**src/rtl/dm_port_arbiter_if.sv**
```systemverilog
// Bus bundle between the data-memory arbiter, its two requesters (core, debug/loader)
// and the single-port DM. The arbiter uses the slave modport; requesters/DM use master.
interface dm_port_arbiter_if #(
    parameter int ADDR_W = 5,
    parameter int DATA_W = 32
);
    logic              cpu_req;
    logic              cpu_we;
    logic [ADDR_W-1:0] cpu_addr;
    logic [DATA_W-1:0] cpu_wdata;
    logic              cpu_gnt;
    logic              cpu_rvalid;
    logic [DATA_W-1:0] cpu_rdata;

    logic              dbg_req;
    logic              dbg_we;
    logic [ADDR_W-1:0] dbg_addr;
    logic [DATA_W-1:0] dbg_wdata;
    logic              dbg_gnt;
    logic              dbg_rvalid;
    logic [DATA_W-1:0] dbg_rdata;

    logic [ADDR_W-1:0] dm_addr;
    logic [DATA_W-1:0] dm_wd;
    logic              dm_we;
    logic [DATA_W-1:0] dm_rd;

    modport slave (
        input  cpu_req, cpu_we, cpu_addr, cpu_wdata,
        output cpu_gnt, cpu_rvalid, cpu_rdata,
        input  dbg_req, dbg_we, dbg_addr, dbg_wdata,
        output dbg_gnt, dbg_rvalid, dbg_rdata,
        output dm_addr, dm_wd, dm_we,
        input  dm_rd
    );

    modport master (
        output cpu_req, cpu_we, cpu_addr, cpu_wdata,
        input  cpu_gnt, cpu_rvalid, cpu_rdata,
        output dbg_req, dbg_we, dbg_addr, dbg_wdata,
        input  dbg_gnt, dbg_rvalid, dbg_rdata,
        input  dm_addr, dm_wd, dm_we,
        output dm_rd
    );
endinterface

```
**src/rtl/dm_port_arbiter.sv**
```systemverilog
// Shares the single-port 32-word DM between the core and the debug/loader port with
// ownership and a bounded contested burst. Optional DM_ARB_LOCK_EN adds dbg_lock.
//
// state     | meaning
// S_IDLE    | no owner, CPU wins a tie
// S_OWN_CPU | CPU owns the memory, keeps it for up to MAX_BURST contested grants
// S_OWN_DBG | debug port owns the memory (dbg_lock pins ownership when enabled)
module dm_port_arbiter #(
    parameter int ADDR_W    = 5,
    parameter int DATA_W    = 32,
    parameter int MAX_BURST = 4
) (
    input  logic               clk,
    input  logic               reset,
`ifdef DM_ARB_LOCK_EN
    input  logic               dbg_lock,
`endif
    dm_port_arbiter_if.slave   bus
);
    localparam int CNT_W = $clog2(MAX_BURST + 1);

    typedef enum logic [1:0] {S_IDLE, S_OWN_CPU, S_OWN_DBG} state_t;

    state_t            r_state, w_state_nxt, w_oth_state;
    logic [CNT_W-1:0]  r_burst, w_burst_nxt;
    logic              w_lock, w_own_is_cpu, w_own_req, w_oth_req;
    logic              w_take_own, w_take_oth, w_take_cpu, w_take_dbg;
    logic              w_gnt_cpu, w_gnt_dbg, w_rd_cpu, w_rd_dbg;
    logic [ADDR_W-1:0] r_dm_addr;
    logic [DATA_W-1:0] r_dm_wd;
    logic              r_cpu_rvalid, r_dbg_rvalid;
    logic [DATA_W-1:0] r_cpu_rdata, r_dbg_rdata;

`ifdef DM_ARB_LOCK_EN
    assign w_lock = dbg_lock;
`else
    assign w_lock = 1'b0;
`endif

    assign w_own_is_cpu = (r_state == S_OWN_CPU);
    assign w_own_req    = w_own_is_cpu ? bus.cpu_req : bus.dbg_req;
    assign w_oth_req    = w_own_is_cpu ? bus.dbg_req : bus.cpu_req;
    assign w_oth_state  = w_own_is_cpu ? S_OWN_DBG : S_OWN_CPU;

    always_comb begin
        w_state_nxt = r_state;
        w_burst_nxt = r_burst;
        w_take_own  = 1'b0;
        w_take_oth  = 1'b0;
        w_take_cpu  = 1'b0;
        w_take_dbg  = 1'b0;
        if (r_state == S_IDLE) begin
            w_burst_nxt = '0;
            if (bus.cpu_req) begin
                w_take_cpu  = 1'b1;
                w_state_nxt = S_OWN_CPU;
            end else if (bus.dbg_req) begin
                w_take_dbg  = 1'b1;
                w_state_nxt = S_OWN_DBG;
            end
        end else if (r_state == S_OWN_DBG && w_lock) begin
            // locked: CPU is stalled, counter frozen until the lock drops
            w_take_dbg = bus.dbg_req;
            if (!bus.cpu_req && !bus.dbg_req) begin
                w_state_nxt = S_IDLE;
                w_burst_nxt = '0;
            end
        end else if (w_own_req && w_oth_req) begin
            if (r_burst < CNT_W'(MAX_BURST)) begin
                w_take_own  = 1'b1;
                w_burst_nxt = r_burst + CNT_W'(1);
            end else begin
                w_take_oth  = 1'b1;
                w_state_nxt = w_oth_state;
                w_burst_nxt = CNT_W'(1);
            end
        end else if (w_own_req) begin
            w_take_own  = 1'b1;
            w_burst_nxt = '0;
        end else if (w_oth_req) begin
            w_take_oth  = 1'b1;
            w_state_nxt = w_oth_state;
            w_burst_nxt = '0;
        end else begin
            w_state_nxt = S_IDLE;
            w_burst_nxt = '0;
        end
    end

    // grants are masked while reset is asserted so nothing reaches the DM
    assign w_gnt_cpu = reset & (w_take_cpu | (w_own_is_cpu ? w_take_own : w_take_oth));
    assign w_gnt_dbg = reset & (w_take_dbg | (w_own_is_cpu ? w_take_oth : w_take_own));
    assign w_rd_cpu  = w_gnt_cpu & ~bus.cpu_we;
    assign w_rd_dbg  = w_gnt_dbg & ~bus.dbg_we;

    assign bus.cpu_gnt    = w_gnt_cpu;
    assign bus.dbg_gnt    = w_gnt_dbg;
    assign bus.dm_we      = (w_gnt_cpu & bus.cpu_we) | (w_gnt_dbg & bus.dbg_we);
    assign bus.dm_addr    = w_gnt_cpu ? bus.cpu_addr  : (w_gnt_dbg ? bus.dbg_addr  : r_dm_addr);
    assign bus.dm_wd      = w_gnt_cpu ? bus.cpu_wdata : (w_gnt_dbg ? bus.dbg_wdata : r_dm_wd);
    assign bus.cpu_rvalid = r_cpu_rvalid;
    assign bus.cpu_rdata  = r_cpu_rdata;
    assign bus.dbg_rvalid = r_dbg_rvalid;
    assign bus.dbg_rdata  = r_dbg_rdata;

    always_ff @(posedge clk or negedge reset) begin
        if (!reset) begin
            r_state      <= S_IDLE;
            r_burst      <= '0;
            r_dm_addr    <= '0;
            r_dm_wd      <= '0;
            r_cpu_rvalid <= 1'b0;
            r_dbg_rvalid <= 1'b0;
            r_cpu_rdata  <= '0;
            r_dbg_rdata  <= '0;
        end else begin
            r_state      <= w_state_nxt;
            r_burst      <= w_burst_nxt;
            r_cpu_rvalid <= w_rd_cpu;
            r_dbg_rvalid <= w_rd_dbg;
            if (w_gnt_cpu || w_gnt_dbg) begin
                r_dm_addr <= bus.dm_addr;
                r_dm_wd   <= bus.dm_wd;
            end
            if (w_rd_cpu) r_cpu_rdata <= bus.dm_rd;
            if (w_rd_dbg) r_dbg_rdata <= bus.dm_rd;
        end
    end
endmodule

```
**src/flat_wrapper.sv**
```systemverilog
// flat-port wrapper written by rule: the top's interface ports become plain ports
module dm_port_arbiter_flat 
#(
    parameter int ADDR_W    = 5,
    parameter int DATA_W    = 32,
    parameter int MAX_BURST = 4
)
  (clk, reset, bus_cpu_req, bus_cpu_we, bus_cpu_addr, bus_cpu_wdata, bus_cpu_gnt, bus_cpu_rvalid, bus_cpu_rdata, bus_dbg_req, bus_dbg_we, bus_dbg_addr, bus_dbg_wdata, bus_dbg_gnt, bus_dbg_rvalid, bus_dbg_rdata, bus_dm_addr, bus_dm_wd, bus_dm_we, bus_dm_rd);
  dm_port_arbiter_if #(.ADDR_W(ADDR_W), .DATA_W(DATA_W)) bus_i ();
  input  logic clk;
  input  logic reset;
  input wire logic [$bits(bus_i.cpu_req)-1:0] bus_cpu_req;
  input wire logic [$bits(bus_i.cpu_we)-1:0] bus_cpu_we;
  input wire logic [$bits(bus_i.cpu_addr)-1:0] bus_cpu_addr;
  input wire logic [$bits(bus_i.cpu_wdata)-1:0] bus_cpu_wdata;
  output wire logic [$bits(bus_i.cpu_gnt)-1:0] bus_cpu_gnt;
  output wire logic [$bits(bus_i.cpu_rvalid)-1:0] bus_cpu_rvalid;
  output wire logic [$bits(bus_i.cpu_rdata)-1:0] bus_cpu_rdata;
  input wire logic [$bits(bus_i.dbg_req)-1:0] bus_dbg_req;
  input wire logic [$bits(bus_i.dbg_we)-1:0] bus_dbg_we;
  input wire logic [$bits(bus_i.dbg_addr)-1:0] bus_dbg_addr;
  input wire logic [$bits(bus_i.dbg_wdata)-1:0] bus_dbg_wdata;
  output wire logic [$bits(bus_i.dbg_gnt)-1:0] bus_dbg_gnt;
  output wire logic [$bits(bus_i.dbg_rvalid)-1:0] bus_dbg_rvalid;
  output wire logic [$bits(bus_i.dbg_rdata)-1:0] bus_dbg_rdata;
  output wire logic [$bits(bus_i.dm_addr)-1:0] bus_dm_addr;
  output wire logic [$bits(bus_i.dm_wd)-1:0] bus_dm_wd;
  output wire logic [$bits(bus_i.dm_we)-1:0] bus_dm_we;
  input wire logic [$bits(bus_i.dm_rd)-1:0] bus_dm_rd;
  assign bus_i.cpu_req = bus_cpu_req;
  assign bus_i.cpu_we = bus_cpu_we;
  assign bus_i.cpu_addr = bus_cpu_addr;
  assign bus_i.cpu_wdata = bus_cpu_wdata;
  assign bus_cpu_gnt = bus_i.cpu_gnt;
  assign bus_cpu_rvalid = bus_i.cpu_rvalid;
  assign bus_cpu_rdata = bus_i.cpu_rdata;
  assign bus_i.dbg_req = bus_dbg_req;
  assign bus_i.dbg_we = bus_dbg_we;
  assign bus_i.dbg_addr = bus_dbg_addr;
  assign bus_i.dbg_wdata = bus_dbg_wdata;
  assign bus_dbg_gnt = bus_i.dbg_gnt;
  assign bus_dbg_rvalid = bus_i.dbg_rvalid;
  assign bus_dbg_rdata = bus_i.dbg_rdata;
  assign bus_dm_addr = bus_i.dm_addr;
  assign bus_dm_wd = bus_i.dm_wd;
  assign bus_dm_we = bus_i.dm_we;
  assign bus_i.dm_rd = bus_dm_rd;
  dm_port_arbiter #(.ADDR_W(ADDR_W), .DATA_W(DATA_W), .MAX_BURST(MAX_BURST)) u_core (.clk(clk), .reset(reset), .bus(bus_i));
endmodule
```
**config.mk**
```make
export PLATFORM = sky130hd
export DESIGN_NAME = dm_port_arbiter_flat
export DESIGN_NICKNAME = d
export VERILOG_FILES = /design/src/rtl/dm_port_arbiter_if.sv /design/src/rtl/dm_port_arbiter.sv /design/src/flat_wrapper.sv
export SDC_FILE = /design/constraint.sdc
export NUM_CORES = 1
export LEC_CHECK = 0
export ABC_AREA = 1
export ABC_CLOCK_PERIOD_IN_PS = 2400
export CAP_MARGIN = 20
export CORE_MARGIN = 2
export CORE_UTILIZATION = 43
export DETAILED_ROUTE_END_ITERATION = 8
export PLACE_DENSITY = 0.82
export SLEW_MARGIN = 20
export SYNTH_ARGS = -nofsm -noshare
export SYNTH_HDL_FRONTEND = slang
export SYNTH_SLANG_ARGS = --single-unit
```
**constraint.sdc**
```tcl
create_clock -name clk -period 2.4 [get_ports clk]
set_clock_uncertainty 0.2 [all_clocks]
set_input_delay 0.48 -clock clk [delete_from_list [all_inputs] [get_ports clk]]
set_output_delay 0.48 -clock clk [all_outputs]
set_load 0.03 [all_outputs]
```
* Word level (Yosys, flattened, before mapping) *
Index checks and enable logic that the tools add are counted.

word-level totals
  bits of input ports = 112
  register bits = 108
  word-level logic and storage cells = 62

operators by class
  bitwise operators = 11
  $add $sub $neg = 1
  reduce and logical (&&, ||, !) cells = 4
  eq/ne operators = 4
  $lt $le $gt $ge = 1
  mux-type cells = 33

operator list
  kind                                                             number
  32-bit 2-to-1 mux                                                2
  1-bit 2-to-1 mux                                                 18
  2-bit 2-to-1 mux                                                 8
  5-bit 2-to-1 mux                                                 2
  3-bit 2-to-1 mux                                                 3
  1-bit AND                                                        6
  3-bit != test, second input constant                             2
  3-bit by 1-bit adder with 3-bit output, second input constant    1
  3-bit < comparator, second input constant                        1
  3-bit by 2-bit != test with 1-bit output, second input constant  1
  1-bit OR                                                         3
  3-bit AND reduction                                              1
  2-bit by 1-bit == test with 1-bit output, second input constant  1
  2-bit zero test                                                  1
  1-bit inverter                                                   2
  1-bit logical AND                                                1
  1-bit logical OR                                                 1

* Depth between registers and ports, before layout *
  word-level depth = 11
  gate-level depth with buffers = 10

* Worst setup path after synthesis *
Ideal clock, no wire load.

  path type = in2out
  start = in bus_cpu_req
  end = out bus_dm_we
  arrival time = 1.614 ns
  buffers on the path = 1
  slack = 0.106 ns
  required time = 1.720 ns
  stages on the path = 8
  cell sequence = inv_1 > nand2_1 > nand3_2 > nand2_2 > buf_6 > inv_1 > nand2_1 > o21ai_1

between the ends
  longest elaborated chain between the ends = 10

RTL lines
  what              line                   text
  from (decl)       flat_wrapper.sv:12     input wire logic [$bits(bus_i.cpu_req)-1:0] bus_cpu_req;
  1-bit 2-to-1 mux  dm_port_arbiter.sv:42  assign w_oth_req = w_own_is_cpu ? bus.dbg_req : bus.cpu_req;
  1-bit 2-to-1 mux  dm_port_arbiter.sv:80  end else if (w_oth_req) begin
  1-bit 2-to-1 mux  dm_port_arbiter.sv:77  end else if (w_own_req) begin
  1-bit 2-to-1 mux  dm_port_arbiter.sv:68  end else if (w_own_req && w_oth_req) begin
  1-bit 2-to-1 mux  dm_port_arbiter.sv:52  if (r_state == S_IDLE) begin
  1-bit 2-to-1 mux  dm_port_arbiter.sv:92  assign w_gnt_dbg = reset & (w_take_dbg | (w_own_is_cpu ? w_take_oth : w_take_own));
  1-bit OR (*)      dm_port_arbiter.sv:92
  1-bit AND (*)     dm_port_arbiter.sv:92
  via bus_dbg_gnt   flat_wrapper.sv:23     output wire logic [$bits(bus_i.dbg_gnt)-1:0] bus_dbg_gnt;
  1-bit AND (*)     dm_port_arbiter.sv:98  assign bus.dm_we = (w_gnt_cpu & bus.cpu_we) | (w_gnt_dbg & bus.dbg_we);
  1-bit OR (*)      dm_port_arbiter.sv:98
  to (decl)         flat_wrapper.sv:28     output wire logic [$bits(bus_i.dm_we)-1:0] bus_dm_we;

The timed path passes the listed nets; every way through them passes the cells marked *.

* Worst setup path in the final report *
  start = reg u_core.r_state[1]
  end = out bus_dm_wd[16]

between the ends
  longest elaborated chain between the ends = 11

RTL lines
  what                                      line                    text
  from (decl)                               dm_port_arbiter.sv:24   state_t r_state, w_state_nxt, w_oth_state;
  from (signal assigned)                    dm_port_arbiter.sv:117  r_state <= w_state_nxt;
  2-bit by 1-bit == test with 1-bit output  dm_port_arbiter.sv:40   assign w_own_is_cpu = (r_state == S_OWN_CPU);
  1-bit 2-to-1 mux                          dm_port_arbiter.sv:42
  1-bit 2-to-1 mux                          dm_port_arbiter.sv:80
  1-bit 2-to-1 mux                          dm_port_arbiter.sv:77
  1-bit 2-to-1 mux                          dm_port_arbiter.sv:68
  1-bit 2-to-1 mux                          dm_port_arbiter.sv:52
  1-bit 2-to-1 mux                          dm_port_arbiter.sv:92
  1-bit OR                                  dm_port_arbiter.sv:92
  1-bit AND                                 dm_port_arbiter.sv:92
  32-bit 2-to-1 mux                         dm_port_arbiter.sv:100  assign bus.dm_wd = w_gnt_cpu ? bus.cpu_wdata : (w_gnt_dbg ? bus.dbg_wdata : r_dm_wd);
  32-bit 2-to-1 mux (*)                     dm_port_arbiter.sv:100
  to (decl)                                 flat_wrapper.sv:27      output wire logic [$bits(bus_i.dm_wd)-1:0] bus_dm_wd;

Every way passes the cells marked *; elsewhere a longest branch is shown, timed or not.

==> metrics <==
combinational cell fraction of total power 58.6%; Die Area 0.0129 mm^2; type of the setup path with the least slack reg2out; initial antenna violation count 1; Top Ports 218; sequential share of power 27.5%; ordered cell list for the critical path a31oi_4 > buf_6 > buf_6 > buf_16 > nand4_1 > nand2_1 > inv_2 > nand2_2 > buf_6; drt total wl 18.5 mm; Min Clock Period, post-route 2.64 ns; Power Density 1190 mW/mm^2; instance count after placement with tap cells included 996; number of placement rows 40; number of levels the H-tree was split into 3; Warnings, synthesis 0; GR Overflow Total 0; maximum resistive drop on vdd 0.658 mV; sequential area share after synthesis 52.2%; Antenna Violating Nets Remaining 0; post-detailed-route DRC marker count 0; clock slew at reported path FFs 0.07 ns; switching pwr 4.68 mW; number of nets produced by synthesis 732; number of I/O port buffers 217; number of flops mapped to enable cells by yosys 0; Critical Path RT 1.72 ns; arrival time worst endpoint 1.96 ns; net count of the finished layout 1012; pins over their slew limit 0; Routed wire per std cell 17.6 um; Initial Util 43.7%; vias after detailed routing 5391; area of all placed cells without fillers 0.00923 mm^2; fin util 77.8%; final cell count without fillers 1051; via count of the first global-routing pass 5034; largest stage delay on the critical path 0.48 ns; total track usage 24.3%; flip-flop cell with the highest count after synthesis dfrtp_1; number of maximum-capacitance constraint violations 0; CP Launch Type register; TritonCTS clock tree done; Tot Pwr 11.0 mW; tightest slew margin relative to the limit 35.1%; hpwl dp 10.6 mm; worst slack at placement -0.410 ns; final count of hold timing violations 0; static leakage 4.52 nW; drt pass-1 iters 5; number of distinct standard cells referenced by the synthesized netlist 24; cell type of the slowest stage on the worst timing path dfrtp_2; # clock sinks 108; average via count per standard cell 5.13; global-route wire length before repair 24.8 mm; switching power share of the total 42.5%; number of synthesized register bits 108; TritonCTS buffer count 9; violations in the final reports negative setup slack; die outline height 114 um; maximum clock rate 0.378 GHz; Cell Area, Synth 0.00518 mm^2; DR iter-0 viols 477; sort of element at the end of the critical path output port; crit path max fanout 7; Area growth, synth to finish 78.3%; ratio of final minimum period to clock period 110%; placed cell area 0.00771 mm^2; Clk pwr share 13.9%; width of the chip 114 um; outcome complete, but fails checks; RSZ-0062 raised after global routing true; most prevalent standard cell on the critical path buf_6; Core Footprint 0.0119 mm^2; synthesized instance count 619; diode insertion count for antenna repair 0; pin count of the biggest net entering global routing 66; slew of the pin with the lowest slew margin 0.971 ns; largest buffer count on any clock path 2; final worst slack -0.244 ns; root buffer cell clkbuf_16; per-instance average area after synthesis 8.37 um^2; clock insertion delay at the later pin of the skew report 0.35 ns; share of cells above drive strength 1 31.5%; final setup violating endpoints 40; placer congestion estimate 0.888; internal portion of total power 6.31 mW; min-delay worst type in2async; post-synthesis async set-or-reset flop share 100%
-- power groups by stage --
stage | combinational (mW) | clock, mW | sequential, mW
floorplan | 1.97 | 0 | 3.75
global placement | 4.97 | 0 | 2.89
detailed placement | 5.05 | 0 | 2.91
CTS | 5.43 | 1.53 | 2.90
global route | 6.76 | 1.62 | 3.10
finish | 6.44 | 1.53 | 3.02
-- registers in the layout, indices dropped and copies added (netlist names) --
name and cells:
u_core.bus.dbg_rdata 32, u_core.r_dm_addr 5, u_core.r_dm_wd 32, u_core.bus.cpu_rdata 32
u_core.r_state 2, u_core.bus.cpu_rvalid 1, u_core.r_burst 3, u_core.bus.dbg_rvalid 1
-- synthesized netlist by cell type, types with 3 or more instances --
| library cell | count | area share (%) |
|---|---|---|
| nand2_1 | 186 | 13 |
| dfrtp_1 | 108 | 52 |
| nand3_1 | 69 | 6.7 |
| inv_1 | 64 | 4.6 |
| o21ai_0 | 50 | 4.8 |
| nand4_1 | 38 | 4.6 |
| clkinv_1 | 18 | 1.3 |
| o21ai_1 | 17 | 1.6 |
| nand3_2 | 14 | 2.7 |
| buf_4 | 12 | 1.7 |
| buf_2 | 11 | 1.1 |
| buf_6 | 11 | 2.4 |
| clkbuf_1 | 6 | 0.43 |
| nor2_1 | 3 | 0.22 |
-- layout make-up --
type	instances	area, um^2
Tap cell	147	184
Fill cell	756	2630
Multi-Input combinational cell	385	2400
Timing Repair Buffer	311	3320
Clock inverter	6	70.1
Inverter	84	327
Clock buffer	10	229
Sequential cell	108	2700
-- cells in the final DEF, fill, tap and decap left out, drive strengths merged --
cell           synthesis  final
nand2                188    188
clkdlybuf4s50          0    174
buf                   35    128
dfrtp                108    108
nand3                 83     83
inv                   66     79
o21ai                 67     67
nand4                 38     38
clkbuf                 7     17
clkinv                18     10
nor2                   5      5
a31oi                  1      1
or2                    1      1
a2111oi                1      1
ha                     1      1
bufinv                 0      1
dlygate4sd3            0      1
clkdlybuf4s15          0      1
-- routing by layer --
metal  part of all wire (%)  global-route usage [%]  wire [um]
met2                     51                    41.5       9480
met4                    3.8                    10.7        696
met1                     38                    30.4       7090
met5                      0                       0          0
met3                    6.5                    4.04       1210
-- per-stage QoR --
| stage | hold WS, ns | TNS (ns) |
|---|---|---|
| after global placement | 0.265 | -16.11 |
| after detailed placement | 0.271 | -20.60 |
| after floorplan | -0.0156 | 0 |
| after global routing | 0.0160 | -10.16 |
| after CTS | 0.00793 | -3.85 |
| final | 0.0167 | -7.37 |
-- cells by family (layout without fill, tap and decap cells) --
group	Yosys count	count (layout)	synth area share, %
AND/OR/NAND/NOR	315	315	28.4
buffers and inverters	126	411	12.2
flip-flops	108	108	52.2
AO/OA/AOI/OAI	69	69	7.05
adder cells (fa/ha/maj)	1	1	0.242
-- what timing repair did --
action | in CTS | in global routing
setup buffers | 9 | 19
pin swaps | 4 | 53
gates cloned | 4 | 7
hold buffers | 1 | 0
endpoints found under the setup margin | 40 | 40
resized for setup | 60 | 154
hold endpoints to repair | 20 | 0
-- worst max-delay path: cells and delay by family (launching register included) --
kind,cells,cell delay [ns]
buffers and inverters,5,0.58
flip-flops,1,0.48
AND/OR/NAND/NOR,3,0.35
AO/OA/AOI/OAI,1,0.21
-- final timing paths --
check	from	end	cells past startpoint	slack [ns]
worst max-delay path	u_core.r_state[1]$_DFFE_PN0P_	bus_dm_wd[16]	9	-0.24
min in group clk	u_core.bus.cpu_rdata[5]$_DFFE_PN0P_	u_core.bus.cpu_rdata[5]$_DFFE_PN0P_	2	0.29
worst min register to register	u_core.bus.cpu_rdata[5]$_DFFE_PN0P_	u_core.bus.cpu_rdata[5]$_DFFE_PN0P_	2	0.29
max in group asynchronous	reset	u_core.r_dm_addr[1]$_DFFE_PN0P_	3	0.49
worst min-delay path	reset	u_core.r_dm_wd[1]$_DFFE_PN0P_	2	0.02
worst max register to register	u_core.r_state[1]$_DFFE_PN0P_	u_core.bus.cpu_rdata[25]$_DFFE_PN0P_	8	0.32
No activity file was read; power rests on OpenSTA's default activity.
